**src/rtl/vga_timing_pkg.sv**
```systemverilog
// Package: vga_timing_pkg
// Shared types and default timing values for the VGA raster timing source.
// - coord_t          : 10-bit pixel/line coordinate
// - default 640x480@60 timing localparams
// - h_total/v_total  : helpers that sum the four segments of an axis
package vga_timing_pkg;

  typedef logic [9:0] coord_t;

  localparam int H_VISIBLE_DEF = 640;
  localparam int H_FRONT_DEF   = 16;
  localparam int H_SYNC_DEF    = 96;
  localparam int H_BACK_DEF    = 48;

  localparam int V_VISIBLE_DEF = 480;
  localparam int V_FRONT_DEF   = 10;
  localparam int V_SYNC_DEF    = 2;
  localparam int V_BACK_DEF    = 33;

  function automatic int h_total(input int vis, input int fp, input int sw, input int bp);
    return vis + fp + sw + bp;
  endfunction

  function automatic int v_total(input int vis, input int fp, input int sw, input int bp);
    return vis + fp + sw + bp;
  endfunction

endpackage

```
**src/rtl/vga_axis_counter.sv**
```systemverilog
// Module: vga_axis_counter
// Wrap-at-TOTAL up counter for one raster axis.
// Ports:
//   clk  in   counting clock (rising edge)
//   rst  in   asynchronous active-high reset, clears the count
//   en   in   advance the count this cycle
//   cnt  out  current count, 0..TOTAL-1
//   tc   out  terminal count: en is high and cnt is TOTAL-1 (wraps this cycle)
module vga_axis_counter #(
  parameter int TOTAL = 800,
  parameter int W     = 10
) (
  input  logic         clk,
  input  logic         rst,
  input  logic         en,
  output logic [W-1:0] cnt,
  output logic         tc
);

  localparam logic [W-1:0] LAST = W'(TOTAL - 1);

  logic [W-1:0] cnt_q, cnt_d;

  assign tc = en && (cnt_q == LAST);

  always_comb begin
    cnt_d = cnt_q;
    if (en) cnt_d = (cnt_q == LAST) ? '0 : cnt_q + 1'b1;
  end

  always_ff @(posedge clk or posedge rst) begin
    if (rst) cnt_q <= '0;
    else     cnt_q <= cnt_d;
  end

  assign cnt = cnt_q;

endmodule

```
**src/rtl/vga_timing_gen.sv**
```systemverilog
// Module: vga_timing_gen
// Free-running raster timing source (640x480@60 by default, 25 MHz vga_clk).
// Produces the pixel coordinate, visible-region flag and sync pulses consumed
// by the sprite/palette renderers.
// Ports:
//   vga_clk      in   pixel clock, all state on its rising edge
//   reset        in   asynchronous active-high reset
//   DrawX/DrawY  out  coordinate of the current pixel (counts through blanking)
//   blank        out  1 = visible pixel, renderers may drive colour
//   hs/vs        out  sync, level SYNC_POL while asserted
//   frame_start  out  one-cycle pulse with pixel (0,0)
//   frame_cnt    out  frames started since reset (only with VGA_FRAME_CNT_EN)
// Optional feature macro: VGA_FRAME_CNT_EN (adds frame_cnt port and counter).
// All outputs are registered from the current counter values, so they trail
// the internal counters by one clock and stay mutually aligned.
module vga_timing_gen
  import vga_timing_pkg::*;
#(
  parameter int H_VISIBLE   = H_VISIBLE_DEF,
  parameter int H_FRONT     = H_FRONT_DEF,
  parameter int H_SYNC      = H_SYNC_DEF,
  parameter int H_BACK      = H_BACK_DEF,
  parameter int V_VISIBLE   = V_VISIBLE_DEF,
  parameter int V_FRONT     = V_FRONT_DEF,
  parameter int V_SYNC      = V_SYNC_DEF,
  parameter int V_BACK      = V_BACK_DEF,
  parameter bit SYNC_POL    = 1'b0,
  parameter int FRAME_CNT_W = 8
) (
  input  logic                   vga_clk,
  input  logic                   reset,
  output logic [9:0]             DrawX,
  output logic [9:0]             DrawY,
  output logic                   blank,
  output logic                   hs,
  output logic                   vs,
  output logic                   frame_start
`ifdef VGA_FRAME_CNT_EN
  ,output logic [FRAME_CNT_W-1:0] frame_cnt
`endif
);

  localparam int H_TOTAL = h_total(H_VISIBLE, H_FRONT, H_SYNC, H_BACK);
  localparam int V_TOTAL = v_total(V_VISIBLE, V_FRONT, V_SYNC, V_BACK);

  localparam coord_t H_VIS_END  = coord_t'(H_VISIBLE);
  localparam coord_t H_SYNC_BEG = coord_t'(H_VISIBLE + H_FRONT);
  localparam coord_t H_SYNC_END = coord_t'(H_VISIBLE + H_FRONT + H_SYNC);
  localparam coord_t V_VIS_END  = coord_t'(V_VISIBLE);
  localparam coord_t V_SYNC_BEG = coord_t'(V_VISIBLE + V_FRONT);
  localparam coord_t V_SYNC_END = coord_t'(V_VISIBLE + V_FRONT + V_SYNC);

  coord_t hc, vc;
  logic   h_tc;
  logic   v_tc_unused;

  vga_axis_counter #(.TOTAL(H_TOTAL), .W(10)) u_hcnt (
    .clk (vga_clk),
    .rst (reset),
    .en  (1'b1),
    .cnt (hc),
    .tc  (h_tc)
  );

  // Vertical axis advances only on the last pixel of each line.
  vga_axis_counter #(.TOTAL(V_TOTAL), .W(10)) u_vcnt (
    .clk (vga_clk),
    .rst (reset),
    .en  (h_tc),
    .cnt (vc),
    .tc  (v_tc_unused)
  );

  coord_t drawx_q, drawx_d;
  coord_t drawy_q, drawy_d;
  logic   blank_q, blank_d;
  logic   hs_q, hs_d;
  logic   vs_q, vs_d;
  logic   frame_start_q, frame_start_d;

  always_comb begin
    drawx_d       = hc;
    drawy_d       = vc;
    blank_d       = (hc < H_VIS_END) && (vc < V_VIS_END);
    hs_d          = ((hc >= H_SYNC_BEG) && (hc < H_SYNC_END)) ? SYNC_POL : ~SYNC_POL;
    // vs spans whole lines regardless of horizontal position.
    vs_d          = ((vc >= V_SYNC_BEG) && (vc < V_SYNC_END)) ? SYNC_POL : ~SYNC_POL;
    frame_start_d = (hc == '0) && (vc == '0);
  end

  always_ff @(posedge vga_clk or posedge reset) begin
    if (reset) begin
      drawx_q       <= '0;
      drawy_q       <= '0;
      blank_q       <= 1'b0;
      hs_q          <= ~SYNC_POL;
      vs_q          <= ~SYNC_POL;
      frame_start_q <= 1'b0;
    end else begin
      drawx_q       <= drawx_d;
      drawy_q       <= drawy_d;
      blank_q       <= blank_d;
      hs_q          <= hs_d;
      vs_q          <= vs_d;
      frame_start_q <= frame_start_d;
    end
  end

  assign DrawX       = drawx_q;
  assign DrawY       = drawy_q;
  assign blank       = blank_q;
  assign hs          = hs_q;
  assign vs          = vs_q;
  assign frame_start = frame_start_q;

`ifdef VGA_FRAME_CNT_EN
  logic [FRAME_CNT_W-1:0] frame_cnt_q, frame_cnt_d;

  // Bumped alongside frame_start so the first frame after reset reads 1.
  always_comb begin
    frame_cnt_d = frame_cnt_q;
    if (frame_start_d) frame_cnt_d = frame_cnt_q + 1'b1;
  end

  always_ff @(posedge vga_clk or posedge reset) begin
    if (reset) frame_cnt_q <= '0;
    else       frame_cnt_q <= frame_cnt_d;
  end

  assign frame_cnt = frame_cnt_q;
`else
  localparam int FRAME_CNT_W_UNUSED = FRAME_CNT_W;
`endif

endmodule

```
**config.mk**
```make
export PLATFORM = sky130hd
export DESIGN_NAME = vga_timing_gen
export DESIGN_NICKNAME = d
export VERILOG_FILES = /design/src/rtl/vga_timing_pkg.sv /design/src/rtl/vga_axis_counter.sv /design/src/rtl/vga_timing_gen.sv
export SDC_FILE = /design/constraint.sdc
export NUM_CORES = 1
export LEC_CHECK = 0
export BUFFER_PORTS_ARGS = -buffer_cell sky130_fd_sc_hd__buf_2
export CAP_MARGIN = 20
export CELL_PAD_IN_SITES_DETAIL_PLACEMENT = 1
export CELL_PAD_IN_SITES_GLOBAL_PLACEMENT = 2
export CORE_UTILIZATION = 40
export CTS_CLUSTER_DIAMETER = 30
export DETAILED_ROUTE_END_ITERATION = 6
export PLACE_DENSITY_LB_ADDON = 0.1
export SYNTH_ARGS = -nofsm -noshare
export SYNTH_HDL_FRONTEND = slang
export SYNTH_HIERARCHICAL = 1
export SYNTH_SLANG_ARGS = --single-unit
export TNS_END_PERCENT = 30
```
**constraint.sdc**
```tcl
create_clock -name vga_clk -period 6.4 [get_ports vga_clk]
set_input_delay 0.64 -clock vga_clk [delete_from_list [all_inputs] [get_ports vga_clk]]
set_output_delay 0.64 -clock vga_clk [all_outputs]
set_load 0.01 [all_outputs]
```
==> out/metrics.yaml, run 1 <==
path_depth: 6
crit_path_max_incr_delay_ps: 550
synthCells: 143
initial_core_util_pct: 43.11
power_frac_clock_pct: 31.3
hold_viol: 0
fin_crit_ps: 2391
firstDrtPassIters: 4
layout-drive-gt1-share_pct: 24.86
totalWireLength_mm: 3.623
antenna_left: 0
core_um2: 4115
p_int_mw: 0.4722
nets: 185
finClkSkew_ps: 7.602
drt_iter0_drc: 39
worstReg2RegStart: "u_hcnt/cnt[0]"
p_comb_share_pct: 14.1
ctsHoldBuffers: 0
antenna_found_initial: 0
r2r-end: "u_vcnt/cnt[9]"
crit_path_end_kind: "register"
timing_worst_setup_path_type: "reg -> reg"
cp.buffers_inverters: 0
die_h_um: 68.60
crit_fanout: 8
fmaxAchievable_mhz: 418.3
grt_max_degree: 25
cts_max_level: 2
clock-root-buffer: "clkbuf_8"
final_cell_mix: "dfrtp_1, buf_2, nand2_1, nor2_1, xor2_1"
period_share_pct: 37.35
yosys_warnings: 6
swShare_pct: 27.78
fin_setup_tns_ps: 0
power.total_mw: 0.6538
status: "finished, final reports clean"
drc: 0
row_count: 23
finalSetupViolCount: 0
first_global_vias: 1161
overflow: 0
p_sw_mw: 0.1816
power_density_nw_per_um2: 314.4
start_kind: "register"
slew_violations: 0
path_cells: "ha_1 -> nand4_1 -> nor2_2 -> nand4_2 -> or4_4 -> a21oi_2"
crit_slowest_cell: "or4_4"
dieArea_um2: 4706
synth_area_um2: 1774
avgSynthCellArea_um2: 12.41
post_cts.repair.setup_buffers: 0
final_common_cell: "dfrtp_1"
min_path_type: "in -> async"
numClockSinks: 44
io_pins: 26
clkTransAtPathRegs_ps: 80
post_cts_resized: 0
die_w_um: 68.60
ir_drop_mv: 0.1649
dp_hpwl_mm: 2.574
route.detailed.wl_per_inst_um: 15.68
rrSetupSlack_ps: 4010
gp_congestion: 0.7908
grt_pass1_wl_mm: 5.892
layout.cells.non_filler: 231
crit_family: "simple AND/OR/NAND/NOR gates"
vias: 1175
cts-buffers-inserted: 5
r2r_cells: 6
portBuffers: 25
slew-limit-headroom_pct: 39.48
leakage_nw: 1.044
tightest_slew_ps: 906.7
clk_latency_ps: 300
worstPathArrival_ps: 2620
tritoncts: "built"
area.growth.synth_to_final_pct: 17.21
rsz0062_at_grt: "false"
drv_cap: 0
dp_cells: 223
seq_power_share_pct: 54.6
critPathRequiredTime_ps: 6630
clk_path_buf_depth: 2
viasPerCell: 5.087
final_util_pct: 50.53
grt_usage_pct: 17.96
antenna_cells: 0
[sequential cells by signal (all words and copies together), names as in the netlist]
register     flops
DrawX           10
frame_start      1
vs               1
u_hcnt/cnt      10
hs               1
DrawY           10
u_vcnt/cnt      10
blank            1
[how the worst max path moves through the flow]
stage / slack [ps] / to / start
CTS: 4000 / u_vcnt/cnt[9] / u_hcnt/cnt[0]
detailed placement: 4030 / u_vcnt/cnt[9] / u_hcnt/cnt[0]
global placement: 4140 / u_vcnt/cnt[9] / u_hcnt/cnt[5]
finish: 4010 / u_vcnt/cnt[9] / u_hcnt/cnt[0]
global route: 3830 / u_vcnt/cnt[9] / u_hcnt/cnt[0]
floorplan: 4350 / u_vcnt/cnt[9] / u_hcnt/cnt[5]
[power by group through the flow]
stage | combinational (mW) | clock (mW) | sequential [mW]
4_1_cts | 0.0937 | 0.212 | 0.358
3_3_place_gp | 0.0917 | 0 | 0.360
3_5_place_dp | 0.0927 | 0 | 0.363
5_1_grt | 0.104 | 0.221 | 0.365
2_1_floorplan | 0.0557 | 0 | 0.359
6_report | 0.0923 | 0.205 | 0.357
[worst reg2reg max path: stages (launching register included)]
cell     delay (ps)
dfrtp_1         470
ha_1            250
nand4_1         270
nor2_2          420
nand4_2         220
or4_4           550
a21oi_2         140
[routing by layer]
metal	vias up	track usage (%)	part of all wire, %
met4	0	7.813	1.5
li1	562	-	-
met2	36	25.12	43
met3	5	4.934	5.4
met5	-	0	0
met1	572	25.74	50
[metrics by stage]
stage / hold WS, ps / instance area (um2) / worst slack, ps
floorplan: 370.1 / 1800 / 4353
global placement: 469.9 / 1972 / 4142
detailed placement: 509.1 / 1972 / 4029
CTS: 344.4 / 2079 / 4002
global route: 356.3 / 2079 / 3835
finish: 334.0 / 2079 / 4009
[layout make-up]
type	count	area (um2)
clock buffers	6	72.57
multi-input cells	97	654.4
repair buffers	25	125.1
inverters	7	26.28
fillers	451	2036
flip-flops and latches	44	1104
clock inverters	2	35.03
well taps	50	62.56
(Power assumes the default switching activity.)
==> run 2, diff against run 1 <==
--- a/config.mk
+++ b/config.mk
@@ -9,7 +9,7 @@
 export CAP_MARGIN = 20
 export CELL_PAD_IN_SITES_DETAIL_PLACEMENT = 1
 export CELL_PAD_IN_SITES_GLOBAL_PLACEMENT = 2
-export CORE_UTILIZATION = 40
+export CORE_UTILIZATION = 37
 export CTS_CLUSTER_DIAMETER = 30
 export DETAILED_ROUTE_END_ITERATION = 6
 export PLACE_DENSITY_LB_ADDON = 0.1
==> constraint.sdc (replaced) <==
create_clock -name vga_clk -period 2.3 [get_ports vga_clk]
set_input_delay 0.23 -clock vga_clk [delete_from_list [all_inputs] [get_ports vga_clk]]
set_output_delay 0.23 -clock vga_clk [all_outputs]
set_load 0.01 [all_outputs]
==> run 2 against run 1 <==
  * The run now ends with design-rule violations left
  * Wire length grew 9.2%
  * Power grew to 2.8 times the previous value
  * Count of clock-buffer cells in the layout stayed put
  * Design area grew 2.8%
  * Global-route usage rose by 0.10 points
  * Clock skew down 3.6 ps
  * Worst setup slack lost 3800 ps
  * Via count up 4.5%
  * Non-clock buffer count is 7 higher
  * Hold slack gained 66 ps
  * Clock power rose to 2.8 times the previous value
  * Utilization fell by 2.8 points
  * Largest cell class unchanged
  * Largest power group unchanged
==> out/metrics.yaml, run 2 (same netlist as run 1, synthesis figures left out) <==
cts-buffers-inserted: 5
timing_worst_setup_path_type: "reg -> reg"
clock-root-buffer: "clkbuf_8"
dp_hpwl_mm: 2.790
fin_area_um2: 2137
die_h_um: 71.25
violations: "design-rule violations"
nets: 192
status: "finished with violations"
clkTransAtPathRegs_ps: 80
r2r_cells: 6
final_common_cell: "dfrtp_1"
grt_usage_pct: 18.06
antenna_left: 0
ir_drop_mv: 0.4754
gp_congestion: 0.7728
power_density_nw_per_um2: 870.8
wl_met1_mm: 1.851
fin_crit_ps: 2133
placedInstanceArea_um2: 2019
grt_max_degree: 21
io_pins: 26
crit_path_end_kind: "register"
whs_ps: 399.5
totalWireLength_mm: 3.957
portBuffers: 25
finalSetupViolCount: 0
row_count: 24
firstDrtPassIters: 7
overflow: 0
critPathRequiredTime_ps: 2540
route.detailed.wl_per_inst_um: 16.49
drv_cap: 0
period_share_pct: 92.73
fmaxAchievable_mhz: 468.9
final_cell_mix: "dfrtp_1, buf_2, nand2_1, nor2_1, xor2_1"
crit_fanout: 9
slew_violations: 0
crit_slowest_cell: "or4_4"
antenna_cells: 0
clk_latency_ps: 300
die_w_um: 71.25
highest_layer: "met4"
post_cts.repair.setup_buffers: 0
dieArea_um2: 5076
rsz0062_at_grt: "false"
path_cells: "nor4b_2 -> nand3_2 -> nor2_2 -> nand4_2 -> or4_4 -> a21oi_2"
numClockSinks: 44
first_global_vias: 1341
wl_met3_um: 182
hold_viol: 0
fin_setup_tns_ps: 0
start_kind: "register"
leakage_nw: 1.077
area.growth.synth_to_final_pct: 20.45
layout-drive-gt1-share_pct: 27.13
drc: 4
viasPerCell: 5.117
grt_pass1_wl_mm: 6.817
initial_core_util_pct: 39.65
power.total_mw: 1.861
vias: 1228
crit_path_max_incr_delay_ps: 550
drt_iter0_drc: 71
dp_cells: 231
min_path_type: "in -> async"
antenna_found_initial: 0
finClkSkew_ps: 4.023
clk_path_buf_depth: 2
cts_max_level: 2
layout.cells.non_filler: 240
wl_met2_mm: 1.860
tritoncts: "built"
core_um2: 4474
nFillCells: 485
worstPathArrival_ps: 2370
[run 2: changes by cell type in the layout (fill, tap and decap cells not counted), sizes merged]
cell         change
dlygate4sd3      +1
buf              +6
[run 2: final cells by class]
class / count / area, um2 / area share (%)
tap: 52 / 65.06 / 3.044
sequential: 44 / 1104 / 51.64
timing repair buffer: 32 / 180.2 / 8.431
clock buffer: 6 / 72.57 / 3.396
inverter: 7 / 26.28 / 1.230
clock inverter: 2 / 35.03 / 1.639
multi-input combinational: 97 / 654.4 / 30.62
[run 2: worst paths after layout]
path	startpoint	end	slack, ps
max	u_hcnt/cnt[6]	u_vcnt/cnt[9]	170
min	reset	DrawX[3]	400
max reg2reg	u_hcnt/cnt[6]	u_vcnt/cnt[9]	170
min reg2reg	u_hcnt/cnt[1]	DrawX[1]	540
max in group asynchronous	reset	hs	1320
min in group vga_clk	u_hcnt/cnt[1]	DrawX[1]	540
[run 2: worst max-delay path: cells and delay by family, from the launching register on]
kind / cells / cell delay [ps]
flip-flops: 1 / 480
AND/OR/NAND/NOR: 5 / 1450
AO/OA/AOI/OAI: 1 / 140
[run 2: power breakdown]
part / internal (mW) / switching, mW / leakage, nW
clock: 0.322 / 0.257 / 0.0552
combinational: 0.153 / 0.175 / 0.449
sequential: 0.868 / 0.0856 / 0.573
total: 1.34 / 0.518 / 1.08
[run 2: per-layer routing]
| layer | global-route usage, % | up-vias |
|---|---|---|
| met5 | 0 | - |
| met4 | 6.667 | 0 |
| met1 | 23.91 | 614 |
| met2 | 28.68 | 30 |
| met3 | 4.782 | 6 |
| li1 | - | 578 |
[run 2: metrics by stage]
step / util (%) / setup WS, ps
finish: 47.76 / 167.2
detailed placement: 45.13 / 174.7
global placement: 45.13 / 261.5
CTS: 47.76 / 152.1
floorplan: - / 252.8
global route: 47.76 / 26.99
[run 2: repair_timing]
item | 4_1_cts | 5_1_grt
resized for setup | 0 | 0
hold buffers | 1 | 0
hold endpoints to repair | 24 | 0
==> run 3, diff against run 2 <==
--- a/config.mk
+++ b/config.mk
@@ -9,7 +9,7 @@
 export CAP_MARGIN = 20
 export CELL_PAD_IN_SITES_DETAIL_PLACEMENT = 1
 export CELL_PAD_IN_SITES_GLOBAL_PLACEMENT = 2
-export CORE_UTILIZATION = 37
+export CORE_UTILIZATION = 33
 export CTS_CLUSTER_DIAMETER = 30
 export DETAILED_ROUTE_END_ITERATION = 6
 export PLACE_DENSITY_LB_ADDON = 0.1
==> constraint.sdc (replaced) <==
create_clock -name vga_clk -period 1.9 [get_ports vga_clk]
set_input_delay 0.19 -clock vga_clk [delete_from_list [all_inputs] [get_ports vga_clk]]
set_output_delay 0.19 -clock vga_clk [all_outputs]
set_load 0.01 [all_outputs]
==> run 3 against run 2 <==
  * The run now ends clean
  * Register-to-register slack worse by 120 ps
  * Hold slack better by 43 ps
  * Utilization down 3.1 points
  * Critical path depth unchanged
  * Power up 29%
==> out/metrics.yaml, run 3 (same netlist as run 1, synthesis figures left out) <==
power_density_nw_per_um2: 1048
fin_area_um2: 2297
core_um2: 5140
crit_path_end_kind: "register"
die_w_um: 75.33
clock-root-buffer: "clkbuf_8"
cts-buffers-inserted: 5
cts_max_level: 2
layout-drive-gt1-share_pct: 33.00
rsz0062_at_grt: "true"
worstReg2RegStart: "u_hcnt/cnt[7]"
hold_viol: 0
crit_slowest_cell: "or4_4"
area.growth.synth_to_final_pct: 29.48
timing_worst_setup_path_type: "reg -> reg"
nets: 204
finalSetupViolCount: 0
grt_usage_pct: 16.00
antenna_left: 0
firstDrtPassIters: 4
overflow: 0
fin_setup_tns_ps: 0
crit_path_start: "u_hcnt/cnt[7]"
period_share_pct: 97.72
leakage_nw: 1.155
tritoncts: "built"
viasPerCell: 4.711
gp_congestion: 0.8253
worstPathArrival_ps: 2090
clk_latency_ps: 290
antenna_found_initial: 0
clkTransAtPathRegs_ps: 90
whs_ps: 442.3
final_common_cell: "dfrtp_1"
finClkSkew_ps: 10.26
start_kind: "register"
io_pins: 26
totalWireLength_mm: 4.061
initial_core_util_pct: 34.52
min_path_type: "in -> async"
fin_crit_ps: 1857
critPathRequiredTime_ps: 2130
clk_path_buf_depth: 2
nFillCells: 578
fmaxAchievable_mhz: 538.6
grt_max_degree: 25
route.detailed.wl_per_inst_um: 15.04
path_cells: "nor4b_4 -> nand3_2 -> nor2_4 -> nand4_4 -> or4_4 -> a21oi_2"
row_count: 26
drc: 0
numClockSinks: 44
r2r_cells: 6
first_global_vias: 1280
r2r-end: "u_vcnt/cnt[9]"
ir_drop_mv: 0.5407
crit_path_max_incr_delay_ps: 440
status: "finished, final reports clean"
placedInstanceArea_um2: 2117
rrSetupSlack_ps: 40
drt_iter0_drc: 60
crit_fanout: 6
dp_hpwl_mm: 2.911
antenna_cells: 0
dieArea_um2: 5674
final_cell_mix: "dfrtp_1, buf_2, buf_4, nand2_1, nor2_1"
slew_violations: 0
drv_cap: 0
vias: 1272
grt_pass1_wl_mm: 6.520
portBuffers: 25
die_h_um: 75.33
==> run 3: worst max-delay path: cells and delay by family (launching register included) <==
kind	cells	cell delay, ps
flops	1	430
simple gates	5	1250
compound gates	1	140
==> run 3: worst max path at each step <==
stage / endpoint / slack [ps] / cells past startpoint
floorplan: u_vcnt/cnt[9] / 50 / 7
global placement: u_vcnt/cnt[9] / 130 / 6
detailed placement: u_vcnt/cnt[9] / 60 / 6
CTS: u_vcnt/cnt[9] / 40 / 6
global route: u_vcnt/cnt[9] / -70 / 6
finish: u_vcnt/cnt[9] / 40 / 6
==> run 3: timing repair <==
item / in CTS / in global routing
setup buffers: 0 / 4
endpoints found under the setup margin: 0 / 7
hold endpoints to repair: 42 / 0
gates resized for setup: 0 / 2
hold buffers: 1 / 0
==> run 3: cell type report <==
type / instances / area, um2 / share of cell area [%]
flip-flops and latches: 44 / 1105 / 48.09
multi-input cells: 97 / 681.9 / 29.68
repair buffers: 44 / 270.3 / 11.76
clock buffers: 7 / 96.34 / 4.194
well taps: 70 / 87.58 / 3.813
clock inverters: 1 / 30.03 / 1.307
inverters: 7 / 26.28 / 1.144
==> run 3: where the power goes <==
group / internal, mW / switching, mW / leakage [nW]
Combinational: 0.239 / 0.291 / 0.519
Clock: 0.464 / 0.304 / 0.0645
Sequential: 1.05 / 0.0598 / 0.571
==> run 3: routing by layer <==
metal | vias to the layer above | GRT usage [%] | part of all wire (%)
met5 | - | 0 | 0
met4 | 0 | 4.938 | 0.98
met3 | 4 | 3.836 | 4.5
met2 | 36 | 24.80 | 47
met1 | 635 | 22.34 | 47
li1 | 597 | - | -
==> run 3: stage by stage <==
step           power [mW]  utilization (%)  setup slack (ps)  instances
3_5_place_dp        1.641            41.19             57.43        257
4_1_cts             2.419            43.84             35.26        266
5_1_grt             2.528            44.69            -69.58        270
6_report            2.408            44.69             43.34        270
2_1_floorplan       1.398                -             45.49        150
3_3_place_gp        1.624            41.19             134.4        257
